==> config.mk <==
export PLATFORM = sky130hd
export DESIGN_NAME = mem_access_ctrl_flat
export DESIGN_NICKNAME = d
export VERILOG_FILES = /design/src/rtl/mem_access_ctrl_if.sv /design/src/rtl/mem_access_ctrl.sv /design/src/flat_wrapper.sv
export SDC_FILE = /design/constraint.sdc
export NUM_CORES = 1
export LEC_CHECK = 0
export CAP_MARGIN = 10
export CORE_MARGIN = 4
export CORE_UTILIZATION = 40
export CTS_CLUSTER_DIAMETER = 30
export DETAILED_ROUTE_END_ITERATION = 6
export PLACE_DENSITY = 0.88
export SLEW_MARGIN = 20
export SYNTH_ARGS = -nofsm -noshare
export SYNTH_HDL_FRONTEND = slang
export SYNTH_SLANG_ARGS = --single-unit
==> constraint.sdc <==
create_clock -name CLK -period 2.8 [get_ports CLK]
set_input_delay 0.7 -clock CLK [delete_from_list [all_inputs] [get_ports CLK]]
set_output_delay 0.7 -clock CLK [all_outputs]
set_load 0.01 [all_outputs]
==> src/rtl/mem_access_ctrl_if.sv <==
// mem_access_ctrl_if
// Purpose : word-access memory bus between the MEM-stage access controller
//           and the data memory.
// Signals : MemReq   - access request, held until MemAck or timeout
//           MemWe    - 1 = store, 0 = load (valid while MemReq=1)
//           MemAddr  - byte address (word aligned)
//           MemWData - store data
//           MemAck   - single-cycle completion strobe from memory
//           MemRData - load data, valid when MemAck=1
// Modports: master - the controller side; slave - the memory side.
interface mem_access_ctrl_if;
  logic        MemReq;
  logic        MemWe;
  logic [31:0] MemAddr;
  logic [31:0] MemWData;
  logic        MemAck;
  logic [31:0] MemRData;

  modport master (
    output MemReq, MemWe, MemAddr, MemWData,
    input  MemAck, MemRData
  );

  modport slave (
    input  MemReq, MemWe, MemAddr, MemWData,
    output MemAck, MemRData
  );
endinterface

==> src/rtl/mem_access_ctrl.sv <==
// mem_access_ctrl
// Purpose : MEM-stage memory access sequencer. Turns a word load/store from
//           the pipeline into a request on the memory bus, waits up to
//           TIMEOUT cycles for the ack, stalls the pipeline while busy and
//           latches sticky halt/error conditions.
// Ports   : CLK, RSTn            - clock, async active-low reset
//           LoadM, MemWriteM     - load / store in MEM (both = store)
//           ALUOutM, WriteDataM  - byte address, store data
//           StopM                - halt instruction in MEM
//           mem (master)         - memory bus (request out, ack/data in)
//           ReadDataM            - registered load result
//           StallM               - combinational pipeline freeze (up to EX/MEM)
//           ErrM, HaltDone       - sticky error / halt flags
//
// state  | meaning
// -------+---------------------------------------------------------------
// IDLE   | waiting for a load/store or halt in MEM
// ACCESS | request outstanding, counting cycles without MemAck
// DONE   | one-cycle completion slot, pipeline released
// HALT   | halted, left only by reset
// ERROR  | misaligned address or timeout, left only by reset
module mem_access_ctrl #(
  parameter int TIMEOUT = 16
) (
  input  logic                     CLK,
  input  logic                     RSTn,
  input  logic                     LoadM,
  input  logic                     MemWriteM,
  input  logic [31:0]              ALUOutM,
  input  logic [31:0]              WriteDataM,
  input  logic                     StopM,
  mem_access_ctrl_if.master        mem,
  output logic [31:0]              ReadDataM,
  output logic                     StallM,
  output logic                     ErrM,
  output logic                     HaltDone
);

  typedef enum logic [2:0] {
    IDLE   = 3'd0,
    ACCESS = 3'd1,
    DONE   = 3'd2,
    HALT   = 3'd3,
    ERROR  = 3'd4
  } state_t;

  localparam logic [7:0] LastCount = 8'(TIMEOUT - 1);

  state_t     state;
  logic [7:0] count;
  logic       accessReq;

  assign accessReq = LoadM | MemWriteM;

  always_ff @(posedge CLK or negedge RSTn) begin
    if (!RSTn) begin
      state        <= IDLE;
      count        <= '0;
      mem.MemReq   <= 1'b0;
      mem.MemWe    <= 1'b0;
      mem.MemAddr  <= '0;
      mem.MemWData <= '0;
      ReadDataM    <= '0;
      ErrM         <= 1'b0;
      HaltDone     <= 1'b0;
    end else begin
      case (state)
        IDLE: begin
          if (accessReq) begin
            if (ALUOutM[1:0] != 2'b00) begin
              state <= ERROR;
              ErrM  <= 1'b1;
            end else begin
              // A simultaneous load+store is issued as a store.
              state        <= ACCESS;
              mem.MemAddr  <= ALUOutM;
              mem.MemWData <= WriteDataM;
              mem.MemWe    <= MemWriteM;
              mem.MemReq   <= 1'b1;
              count        <= '0;
            end
          end else if (StopM) begin
            state    <= HALT;
            HaltDone <= 1'b1;
          end
        end
        ACCESS: begin
          // Ack is checked first so it wins over a same-cycle timeout.
          if (mem.MemAck) begin
            state      <= DONE;
            mem.MemReq <= 1'b0;
            mem.MemWe  <= 1'b0;
            if (!mem.MemWe) begin
              ReadDataM <= mem.MemRData;
            end
          end else if (count == LastCount) begin
            state      <= ERROR;
            mem.MemReq <= 1'b0;
            mem.MemWe  <= 1'b0;
            ErrM       <= 1'b1;
          end else begin
            count <= count + 8'd1;
          end
        end
        DONE: begin
          if (StopM) begin
            state    <= HALT;
            HaltDone <= 1'b1;
          end else begin
            state <= IDLE;
          end
        end
        HALT:    state <= HALT;
        ERROR:   state <= ERROR;
        default: state <= IDLE;
      endcase
    end
  end

  // DONE releases the pipeline so the completed instruction leaves MEM.
  always_comb begin
    StallM = 1'b0;
    case (state)
      IDLE:    StallM = accessReq | StopM;
      ACCESS:  StallM = 1'b1;
      DONE:    StallM = 1'b0;
      HALT:    StallM = 1'b1;
      ERROR:   StallM = 1'b1;
      default: StallM = 1'b1;
    endcase
  end

endmodule

==> src/flat_wrapper.sv <==
// flat-port wrapper written by rule: the top's interface ports become plain ports
module mem_access_ctrl_flat 
#(
  parameter int TIMEOUT = 16
)
  (CLK, RSTn, LoadM, MemWriteM, ALUOutM, WriteDataM, StopM, ReadDataM, StallM, ErrM, HaltDone, mem_MemReq, mem_MemWe, mem_MemAddr, mem_MemWData, mem_MemAck, mem_MemRData);
  mem_access_ctrl_if mem_i ();
  input  logic CLK;
  input  logic RSTn;
  input  logic LoadM;
  input  logic MemWriteM;
  input  logic [31:0] ALUOutM;
  input  logic [31:0] WriteDataM;
  input  logic StopM;
  output logic [31:0] ReadDataM;
  output logic StallM;
  output logic ErrM;
  output logic HaltDone;
  output wire logic [$bits(mem_i.MemReq)-1:0] mem_MemReq;
  output wire logic [$bits(mem_i.MemWe)-1:0] mem_MemWe;
  output wire logic [$bits(mem_i.MemAddr)-1:0] mem_MemAddr;
  output wire logic [$bits(mem_i.MemWData)-1:0] mem_MemWData;
  input wire logic [$bits(mem_i.MemAck)-1:0] mem_MemAck;
  input wire logic [$bits(mem_i.MemRData)-1:0] mem_MemRData;
  assign mem_MemReq = mem_i.MemReq;
  assign mem_MemWe = mem_i.MemWe;
  assign mem_MemAddr = mem_i.MemAddr;
  assign mem_MemWData = mem_i.MemWData;
  assign mem_i.MemAck = mem_MemAck;
  assign mem_i.MemRData = mem_MemRData;
  mem_access_ctrl #(.TIMEOUT(TIMEOUT)) u_core (.CLK(CLK), .RSTn(RSTn), .LoadM(LoadM), .MemWriteM(MemWriteM), .ALUOutM(ALUOutM), .WriteDataM(WriteDataM), .StopM(StopM), .mem(mem_i), .ReadDataM(ReadDataM), .StallM(StallM), .ErrM(ErrM), .HaltDone(HaltDone));
endmodule
# Yosys cells after proc, flatten, opt, wreduce, memory -nomap -nowiden

Index checks and enable logic that the tools add are counted.

Reductions and logical operators: 11
Mux-type cells: 29
Eq/ne operators: 14
Bitwise gates (word level): 4
$add $sub $neg: 1

Operators by type and width:

| operator                                               | number |
|---|---|
| 2-to-1 mux 8 bit                                       | 4 |
| case mux 8 bit (2 select lines)                        | 1 |
| 2-to-1 mux 3 bit                                       | 5 |
| case mux 3 bit (5 select lines)                        | 1 |
| 2-to-1 mux 1 bit                                       | 12 |
| case mux 1 bit (2 select lines)                        | 5 |
| AND reduction 5 bit                                    | 2 |
| adder 8 x 1 -> 8 bit (second input constant)           | 1 |
| == test 8 x 4 -> 1 bit (second input constant)         | 1 |
| inequality test 2 bit (second input constant)          | 4 |
| == test 3 x 2 -> 1 bit (second input constant)         | 2 |
| inequality test 2 x 1 -> 1 bit (second input constant) | 3 |
| inequality test 3 x 2 -> 1 bit (second input constant) | 2 |
| AND reduction 3 bit                                    | 2 |
| nonzero test 2 bit                                     | 3 |
| AND reduction 2 bit                                    | 2 |
| AND reduction 4 bit                                    | 1 |
| == test 3 x 1 -> 1 bit (second input constant)         | 1 |
| == test 3 bit (second input constant)                  | 1 |
| zero test 3 bit                                        | 1 |
| 2-to-1 mux 2 bit                                       | 1 |
| NOT 1 bit                                              | 2 |
| bitwise OR 1 bit                                       | 2 |

Input port bits: 102
Output and inout bits: 101
Word-level logic and storage cells: 68
Register bits after elaboration: 111

# Longest topological paths before layout

Depth in word-level cells: 4
Mapped depth: 8
Mapped depth without buffers: 5

# Least setup slack after synthesis

Ideal clock, no wire load.

Path kind: input -> register
Start point: in MemWriteM
End point: reg u_core.mem.MemAddr[25]
Data required time: 2,675 ps
Setup slack: 905 ps
Library setup time: 125 ps
Buffers on the path: 3
Stages: 6
Arrival time: 1,770 ps
Cell sequence: nor2_1 and4bb_1 buf_2 buf_8 buf_6 mux2_4

Cells in the longest elaborated chain, start to end: 2

Ends and longest elaborated chain:

| element                              | line                     | text |
|---|---|---|
| start: declaration                   | flat_wrapper.sv:11       | `input logic MemWriteM;` |
| bitwise OR 1 bit                     | mem_access_ctrl.sv:53    | `assign accessReq = LoadM \| MemWriteM;` |
| AND reduction 3 bit (no source line) | --                       |  |
| end signal: assignment               | mem_access_ctrl.sv:76    | `mem.MemAddr <= ALUOutM;` |
| end: declaration                     | mem_access_ctrl_if.sv:20 | `output MemReq, MemWe, MemAddr, MemWData,` |

Every way passes these cells.
A chain may end at the register's enable or synchronous reset.

# Worst setup path in the final report

Start point: in LoadM
End point: out StallM

Cells in the longest elaborated chain, start to end: 3

Ends and longest elaborated chain:

| element                         | line                   | text |
|---|---|---|
| start: declaration              | flat_wrapper.sv:10     | `input logic LoadM;` |
| bitwise OR 1 bit                | mem_access_ctrl.sv:53  |  |
| bitwise OR 1 bit                | mem_access_ctrl.sv:124 | `IDLE: StallM = accessReq \| StopM;` |
| case mux 1 bit (2 select lines) | mem_access_ctrl.sv:123 | `case (state)` |
| end: declaration                | flat_wrapper.sv:16     | `output logic StallM;` |

Every way passes these cells.

==> metrics.yaml <==
status:
  status: "complete, no violations"
floorplan:
  std_cell_rows: 38
  fp.dieW_um: 113
  ios: 203
  die-height_um: 113
  fp.dieArea_um2: 12900
  core_area_um2: 10900
  start_util: 0.409
global_routing:
  grt-ovfl-total: 0
  grt_pass1_vias: 3336
  grt_pass1_wl_um: 17300
  grt_max_degree: 61
  antenna_found_initial: 0
  grt_usage: 0.170
job:
  cap_violations: 0
finish:
  post-route-util: 0.627
  design_area_um2: 6820
  num_antenna_cells: 0
  drive_gt1_frac: 0.258
  syn2layout_area_growth_pct: 53.3
  layout.nets: 602
pwr:
  vdd_drop_max_mv: 0.474
  power.leakage_nw: 2.86
  p_per_area_nw_per_um2: 976
synthesis:
  syn_nets: 394
  synth_seq_cells: 111
  syn-mean-instance-area_um2: 15.3
  synth-edff-count: 0
  synthCells: 291
  syn_area_um2: 4450
  netlist_top_cells_count: "dfrtp_1 (111), mux2_2 (89), buf_2 (9), nor2_1 (8), nand2_1 (6)"
  seq_area_frac_synth: 0.624
  ys_async_sr_fraction: 1.00
  synth_area_leaders: "dfrtp_1 (62%), mux2_2 (23%), mux2_4 (1.7%), buf_2 (1.0%), nor2_1 (0.67%)"
  yosysTopAreaCellShare: 0.624
  synth_cell_types: 46
  synth-main-ff-cell: "dfrtp_1"
  synth_top_area_cell: "dfrtp_1"
  synthMostInstantiatedCell: "dfrtp_1"
  synth_warnings: 0
detailed_routing:
  dr.pass1.iters: 4
  drc_errors: 0
  drtIter0Drc: 146
  wl_met3_um: 673
  wl_met2_um: 5820
  wire_per_inst_um: 17.3
  viasPerCell: 4.94
  routed.top_layer: "met4"
  via_count: 3180
  ant_nets: 0
  routed_wl_um: 11200
  wl_met1_um: 4410
setup_path:
  arrival_ns: 2.00
  start_kind: "primary input"
  r2r_end: "u_core.mem.MemWData[8]"
  reg2reg_slack_ns: 0.97
  crit_path_start: "LoadM"
  worstSetupEndpointType: "primary output"
  critPathMaxFanout: 4
  r2r_cells: 4
  crit_type: "in -> out"
  critPathRequiredTime_ns: 2.10
  crit_end: "StallM"
  regToRegStartpoint: "u_core.state[1]"
worst_hold_path:
  hp-class: "in -> async"
sta:
  clock_skew_ns: 0.0119
  fin_crit_sh: 0.965
  relSlewSlack: 0.551
  grt_setup_unrepaired: "no"
  setup_viol: 0
  drv_slew: 0
  post-route-min-period_ns: 2.70
  fmaxAchievable_mhz: 370
  tightest_slew_ns: 0.674
  setup_tns_ns: 0
  setup_ws_ns: 0.0981
  finalHoldViolCount: 0
cts:
  insertion_delay_ns: 0.37
  tritoncts: "done"
  cts_max_path_buffers: 2
  path_clk_slew_ns: 0.10
  cts-htree-levels: 3
  root_buffer: "clkbuf_8"
  cts_sinks: 111
  hold_buffers: 0
  cts-buffers-inserted: 9
  cts.repair.resized: 0
  post_cts_buffers: 0
placement:
  placed_area_um2: 6650
  place_ws_ns: 0.123
  port_buffers: 202
  place_congestion: 0.832
  hpwl_um: 8590
-- sequential cells by signal (all words and copies together) (netlist names) --
signal / flops
u_core.mem.MemWe: 1
u_core.HaltDone: 1
u_core.state: 3
u_core.ReadDataM: 32
u_core.mem.MemAddr: 32
u_core.mem.MemWData: 32
u_core.ErrM: 1
u_core.mem.MemReq: 1
u_core.count: 8
-- through the flow --
step	std cells	hold slack (ns)	power (mW)
finish	644	0.357	6.66
global route	644	0.389	7.05
CTS	644	0.380	6.75
detailed placement	628	0.455	5.88
global placement	628	0.457	5.74
floorplan	291	0.404	4.01
-- cell type report --
cell class	instances	area (um2)
fillers	844	4060
flip-flops and latches	111	2780
repair buffers	210	2120
multi-input cells	164	1570
well taps	140	175
clock buffers	11	141
clock inverters	5	31.3
inverters	3	11.3
-- critical path, stage by stage --
cell             delay [ns]
clkdlybuf4s50_1        0.53
nor3_1                 0.06
o21ai_0                0.15
clkdlybuf4s50_1        0.56
-- logic make-up after synthesis --
kind of cell / after synthesis / share of synthesized area
adder cells (fa/ha/maj): 1 / 0.00281
AND/OR/NAND/NOR: 36 / 0.0481
buffers and inverters: 16 / 0.0242
XOR/XNOR: 1 / 0.00197
multiplexers: 96 / 0.246
flip-flops: 111 / 0.624
AO/OA/AOI/OAI: 30 / 0.0526
-- layout by cell type, fill, tap and decap left out, types with 2 or more instances in the layout --
master	instances
buf_4	6
nand2b_1	4
nand2_1	6
nor2_1	8
and3_1	2
mux2i_1	2
clkdlybuf4s50_1	201
clkbuf_8	10
clkinv_2	3
mux2_2	89
inv_1	3
nor2b_1	2
a21oi_1	3
a31oi_1	2
mux2_4	5
nand3_1	3
buf_12	3
o21ai_0	5
o22ai_1	2
nor3_1	4
dfrtp_1	111
a22o_2	2
-- how the worst min path moves through the flow --
stage / start / endpoint / slack [ns]
CTS: RSTn / u_core.mem.MemWData[11] / 0.38
global route: RSTn / u_core.mem.MemWData[14] / 0.39
global placement: u_core.HaltDone / u_core.HaltDone / 0.46
floorplan: RSTn / u_core.ErrM / 0.40
finish: RSTn / u_core.mem.MemWData[11] / 0.36
detailed placement: u_core.HaltDone / u_core.HaltDone / 0.46
-- routing by layer --
metal | vias up | global-route usage
met1 | 1569 | 0.202
met4 | 0 | 0.0673
met2 | 129 | 0.302
met3 | 24 | 0.0340
li1 | 1458 | -
met5 | - | 0
-- power by group --
group	switching (mW)	leakage, nW	internal [mW]	total, mW
registers	0.429	1.35	2.33	2.76
clock network	0.523	0.0895	0.348	0.871
logic	1.07	1.42	1.96	3.03
Power figures use the tool's default switching activity.
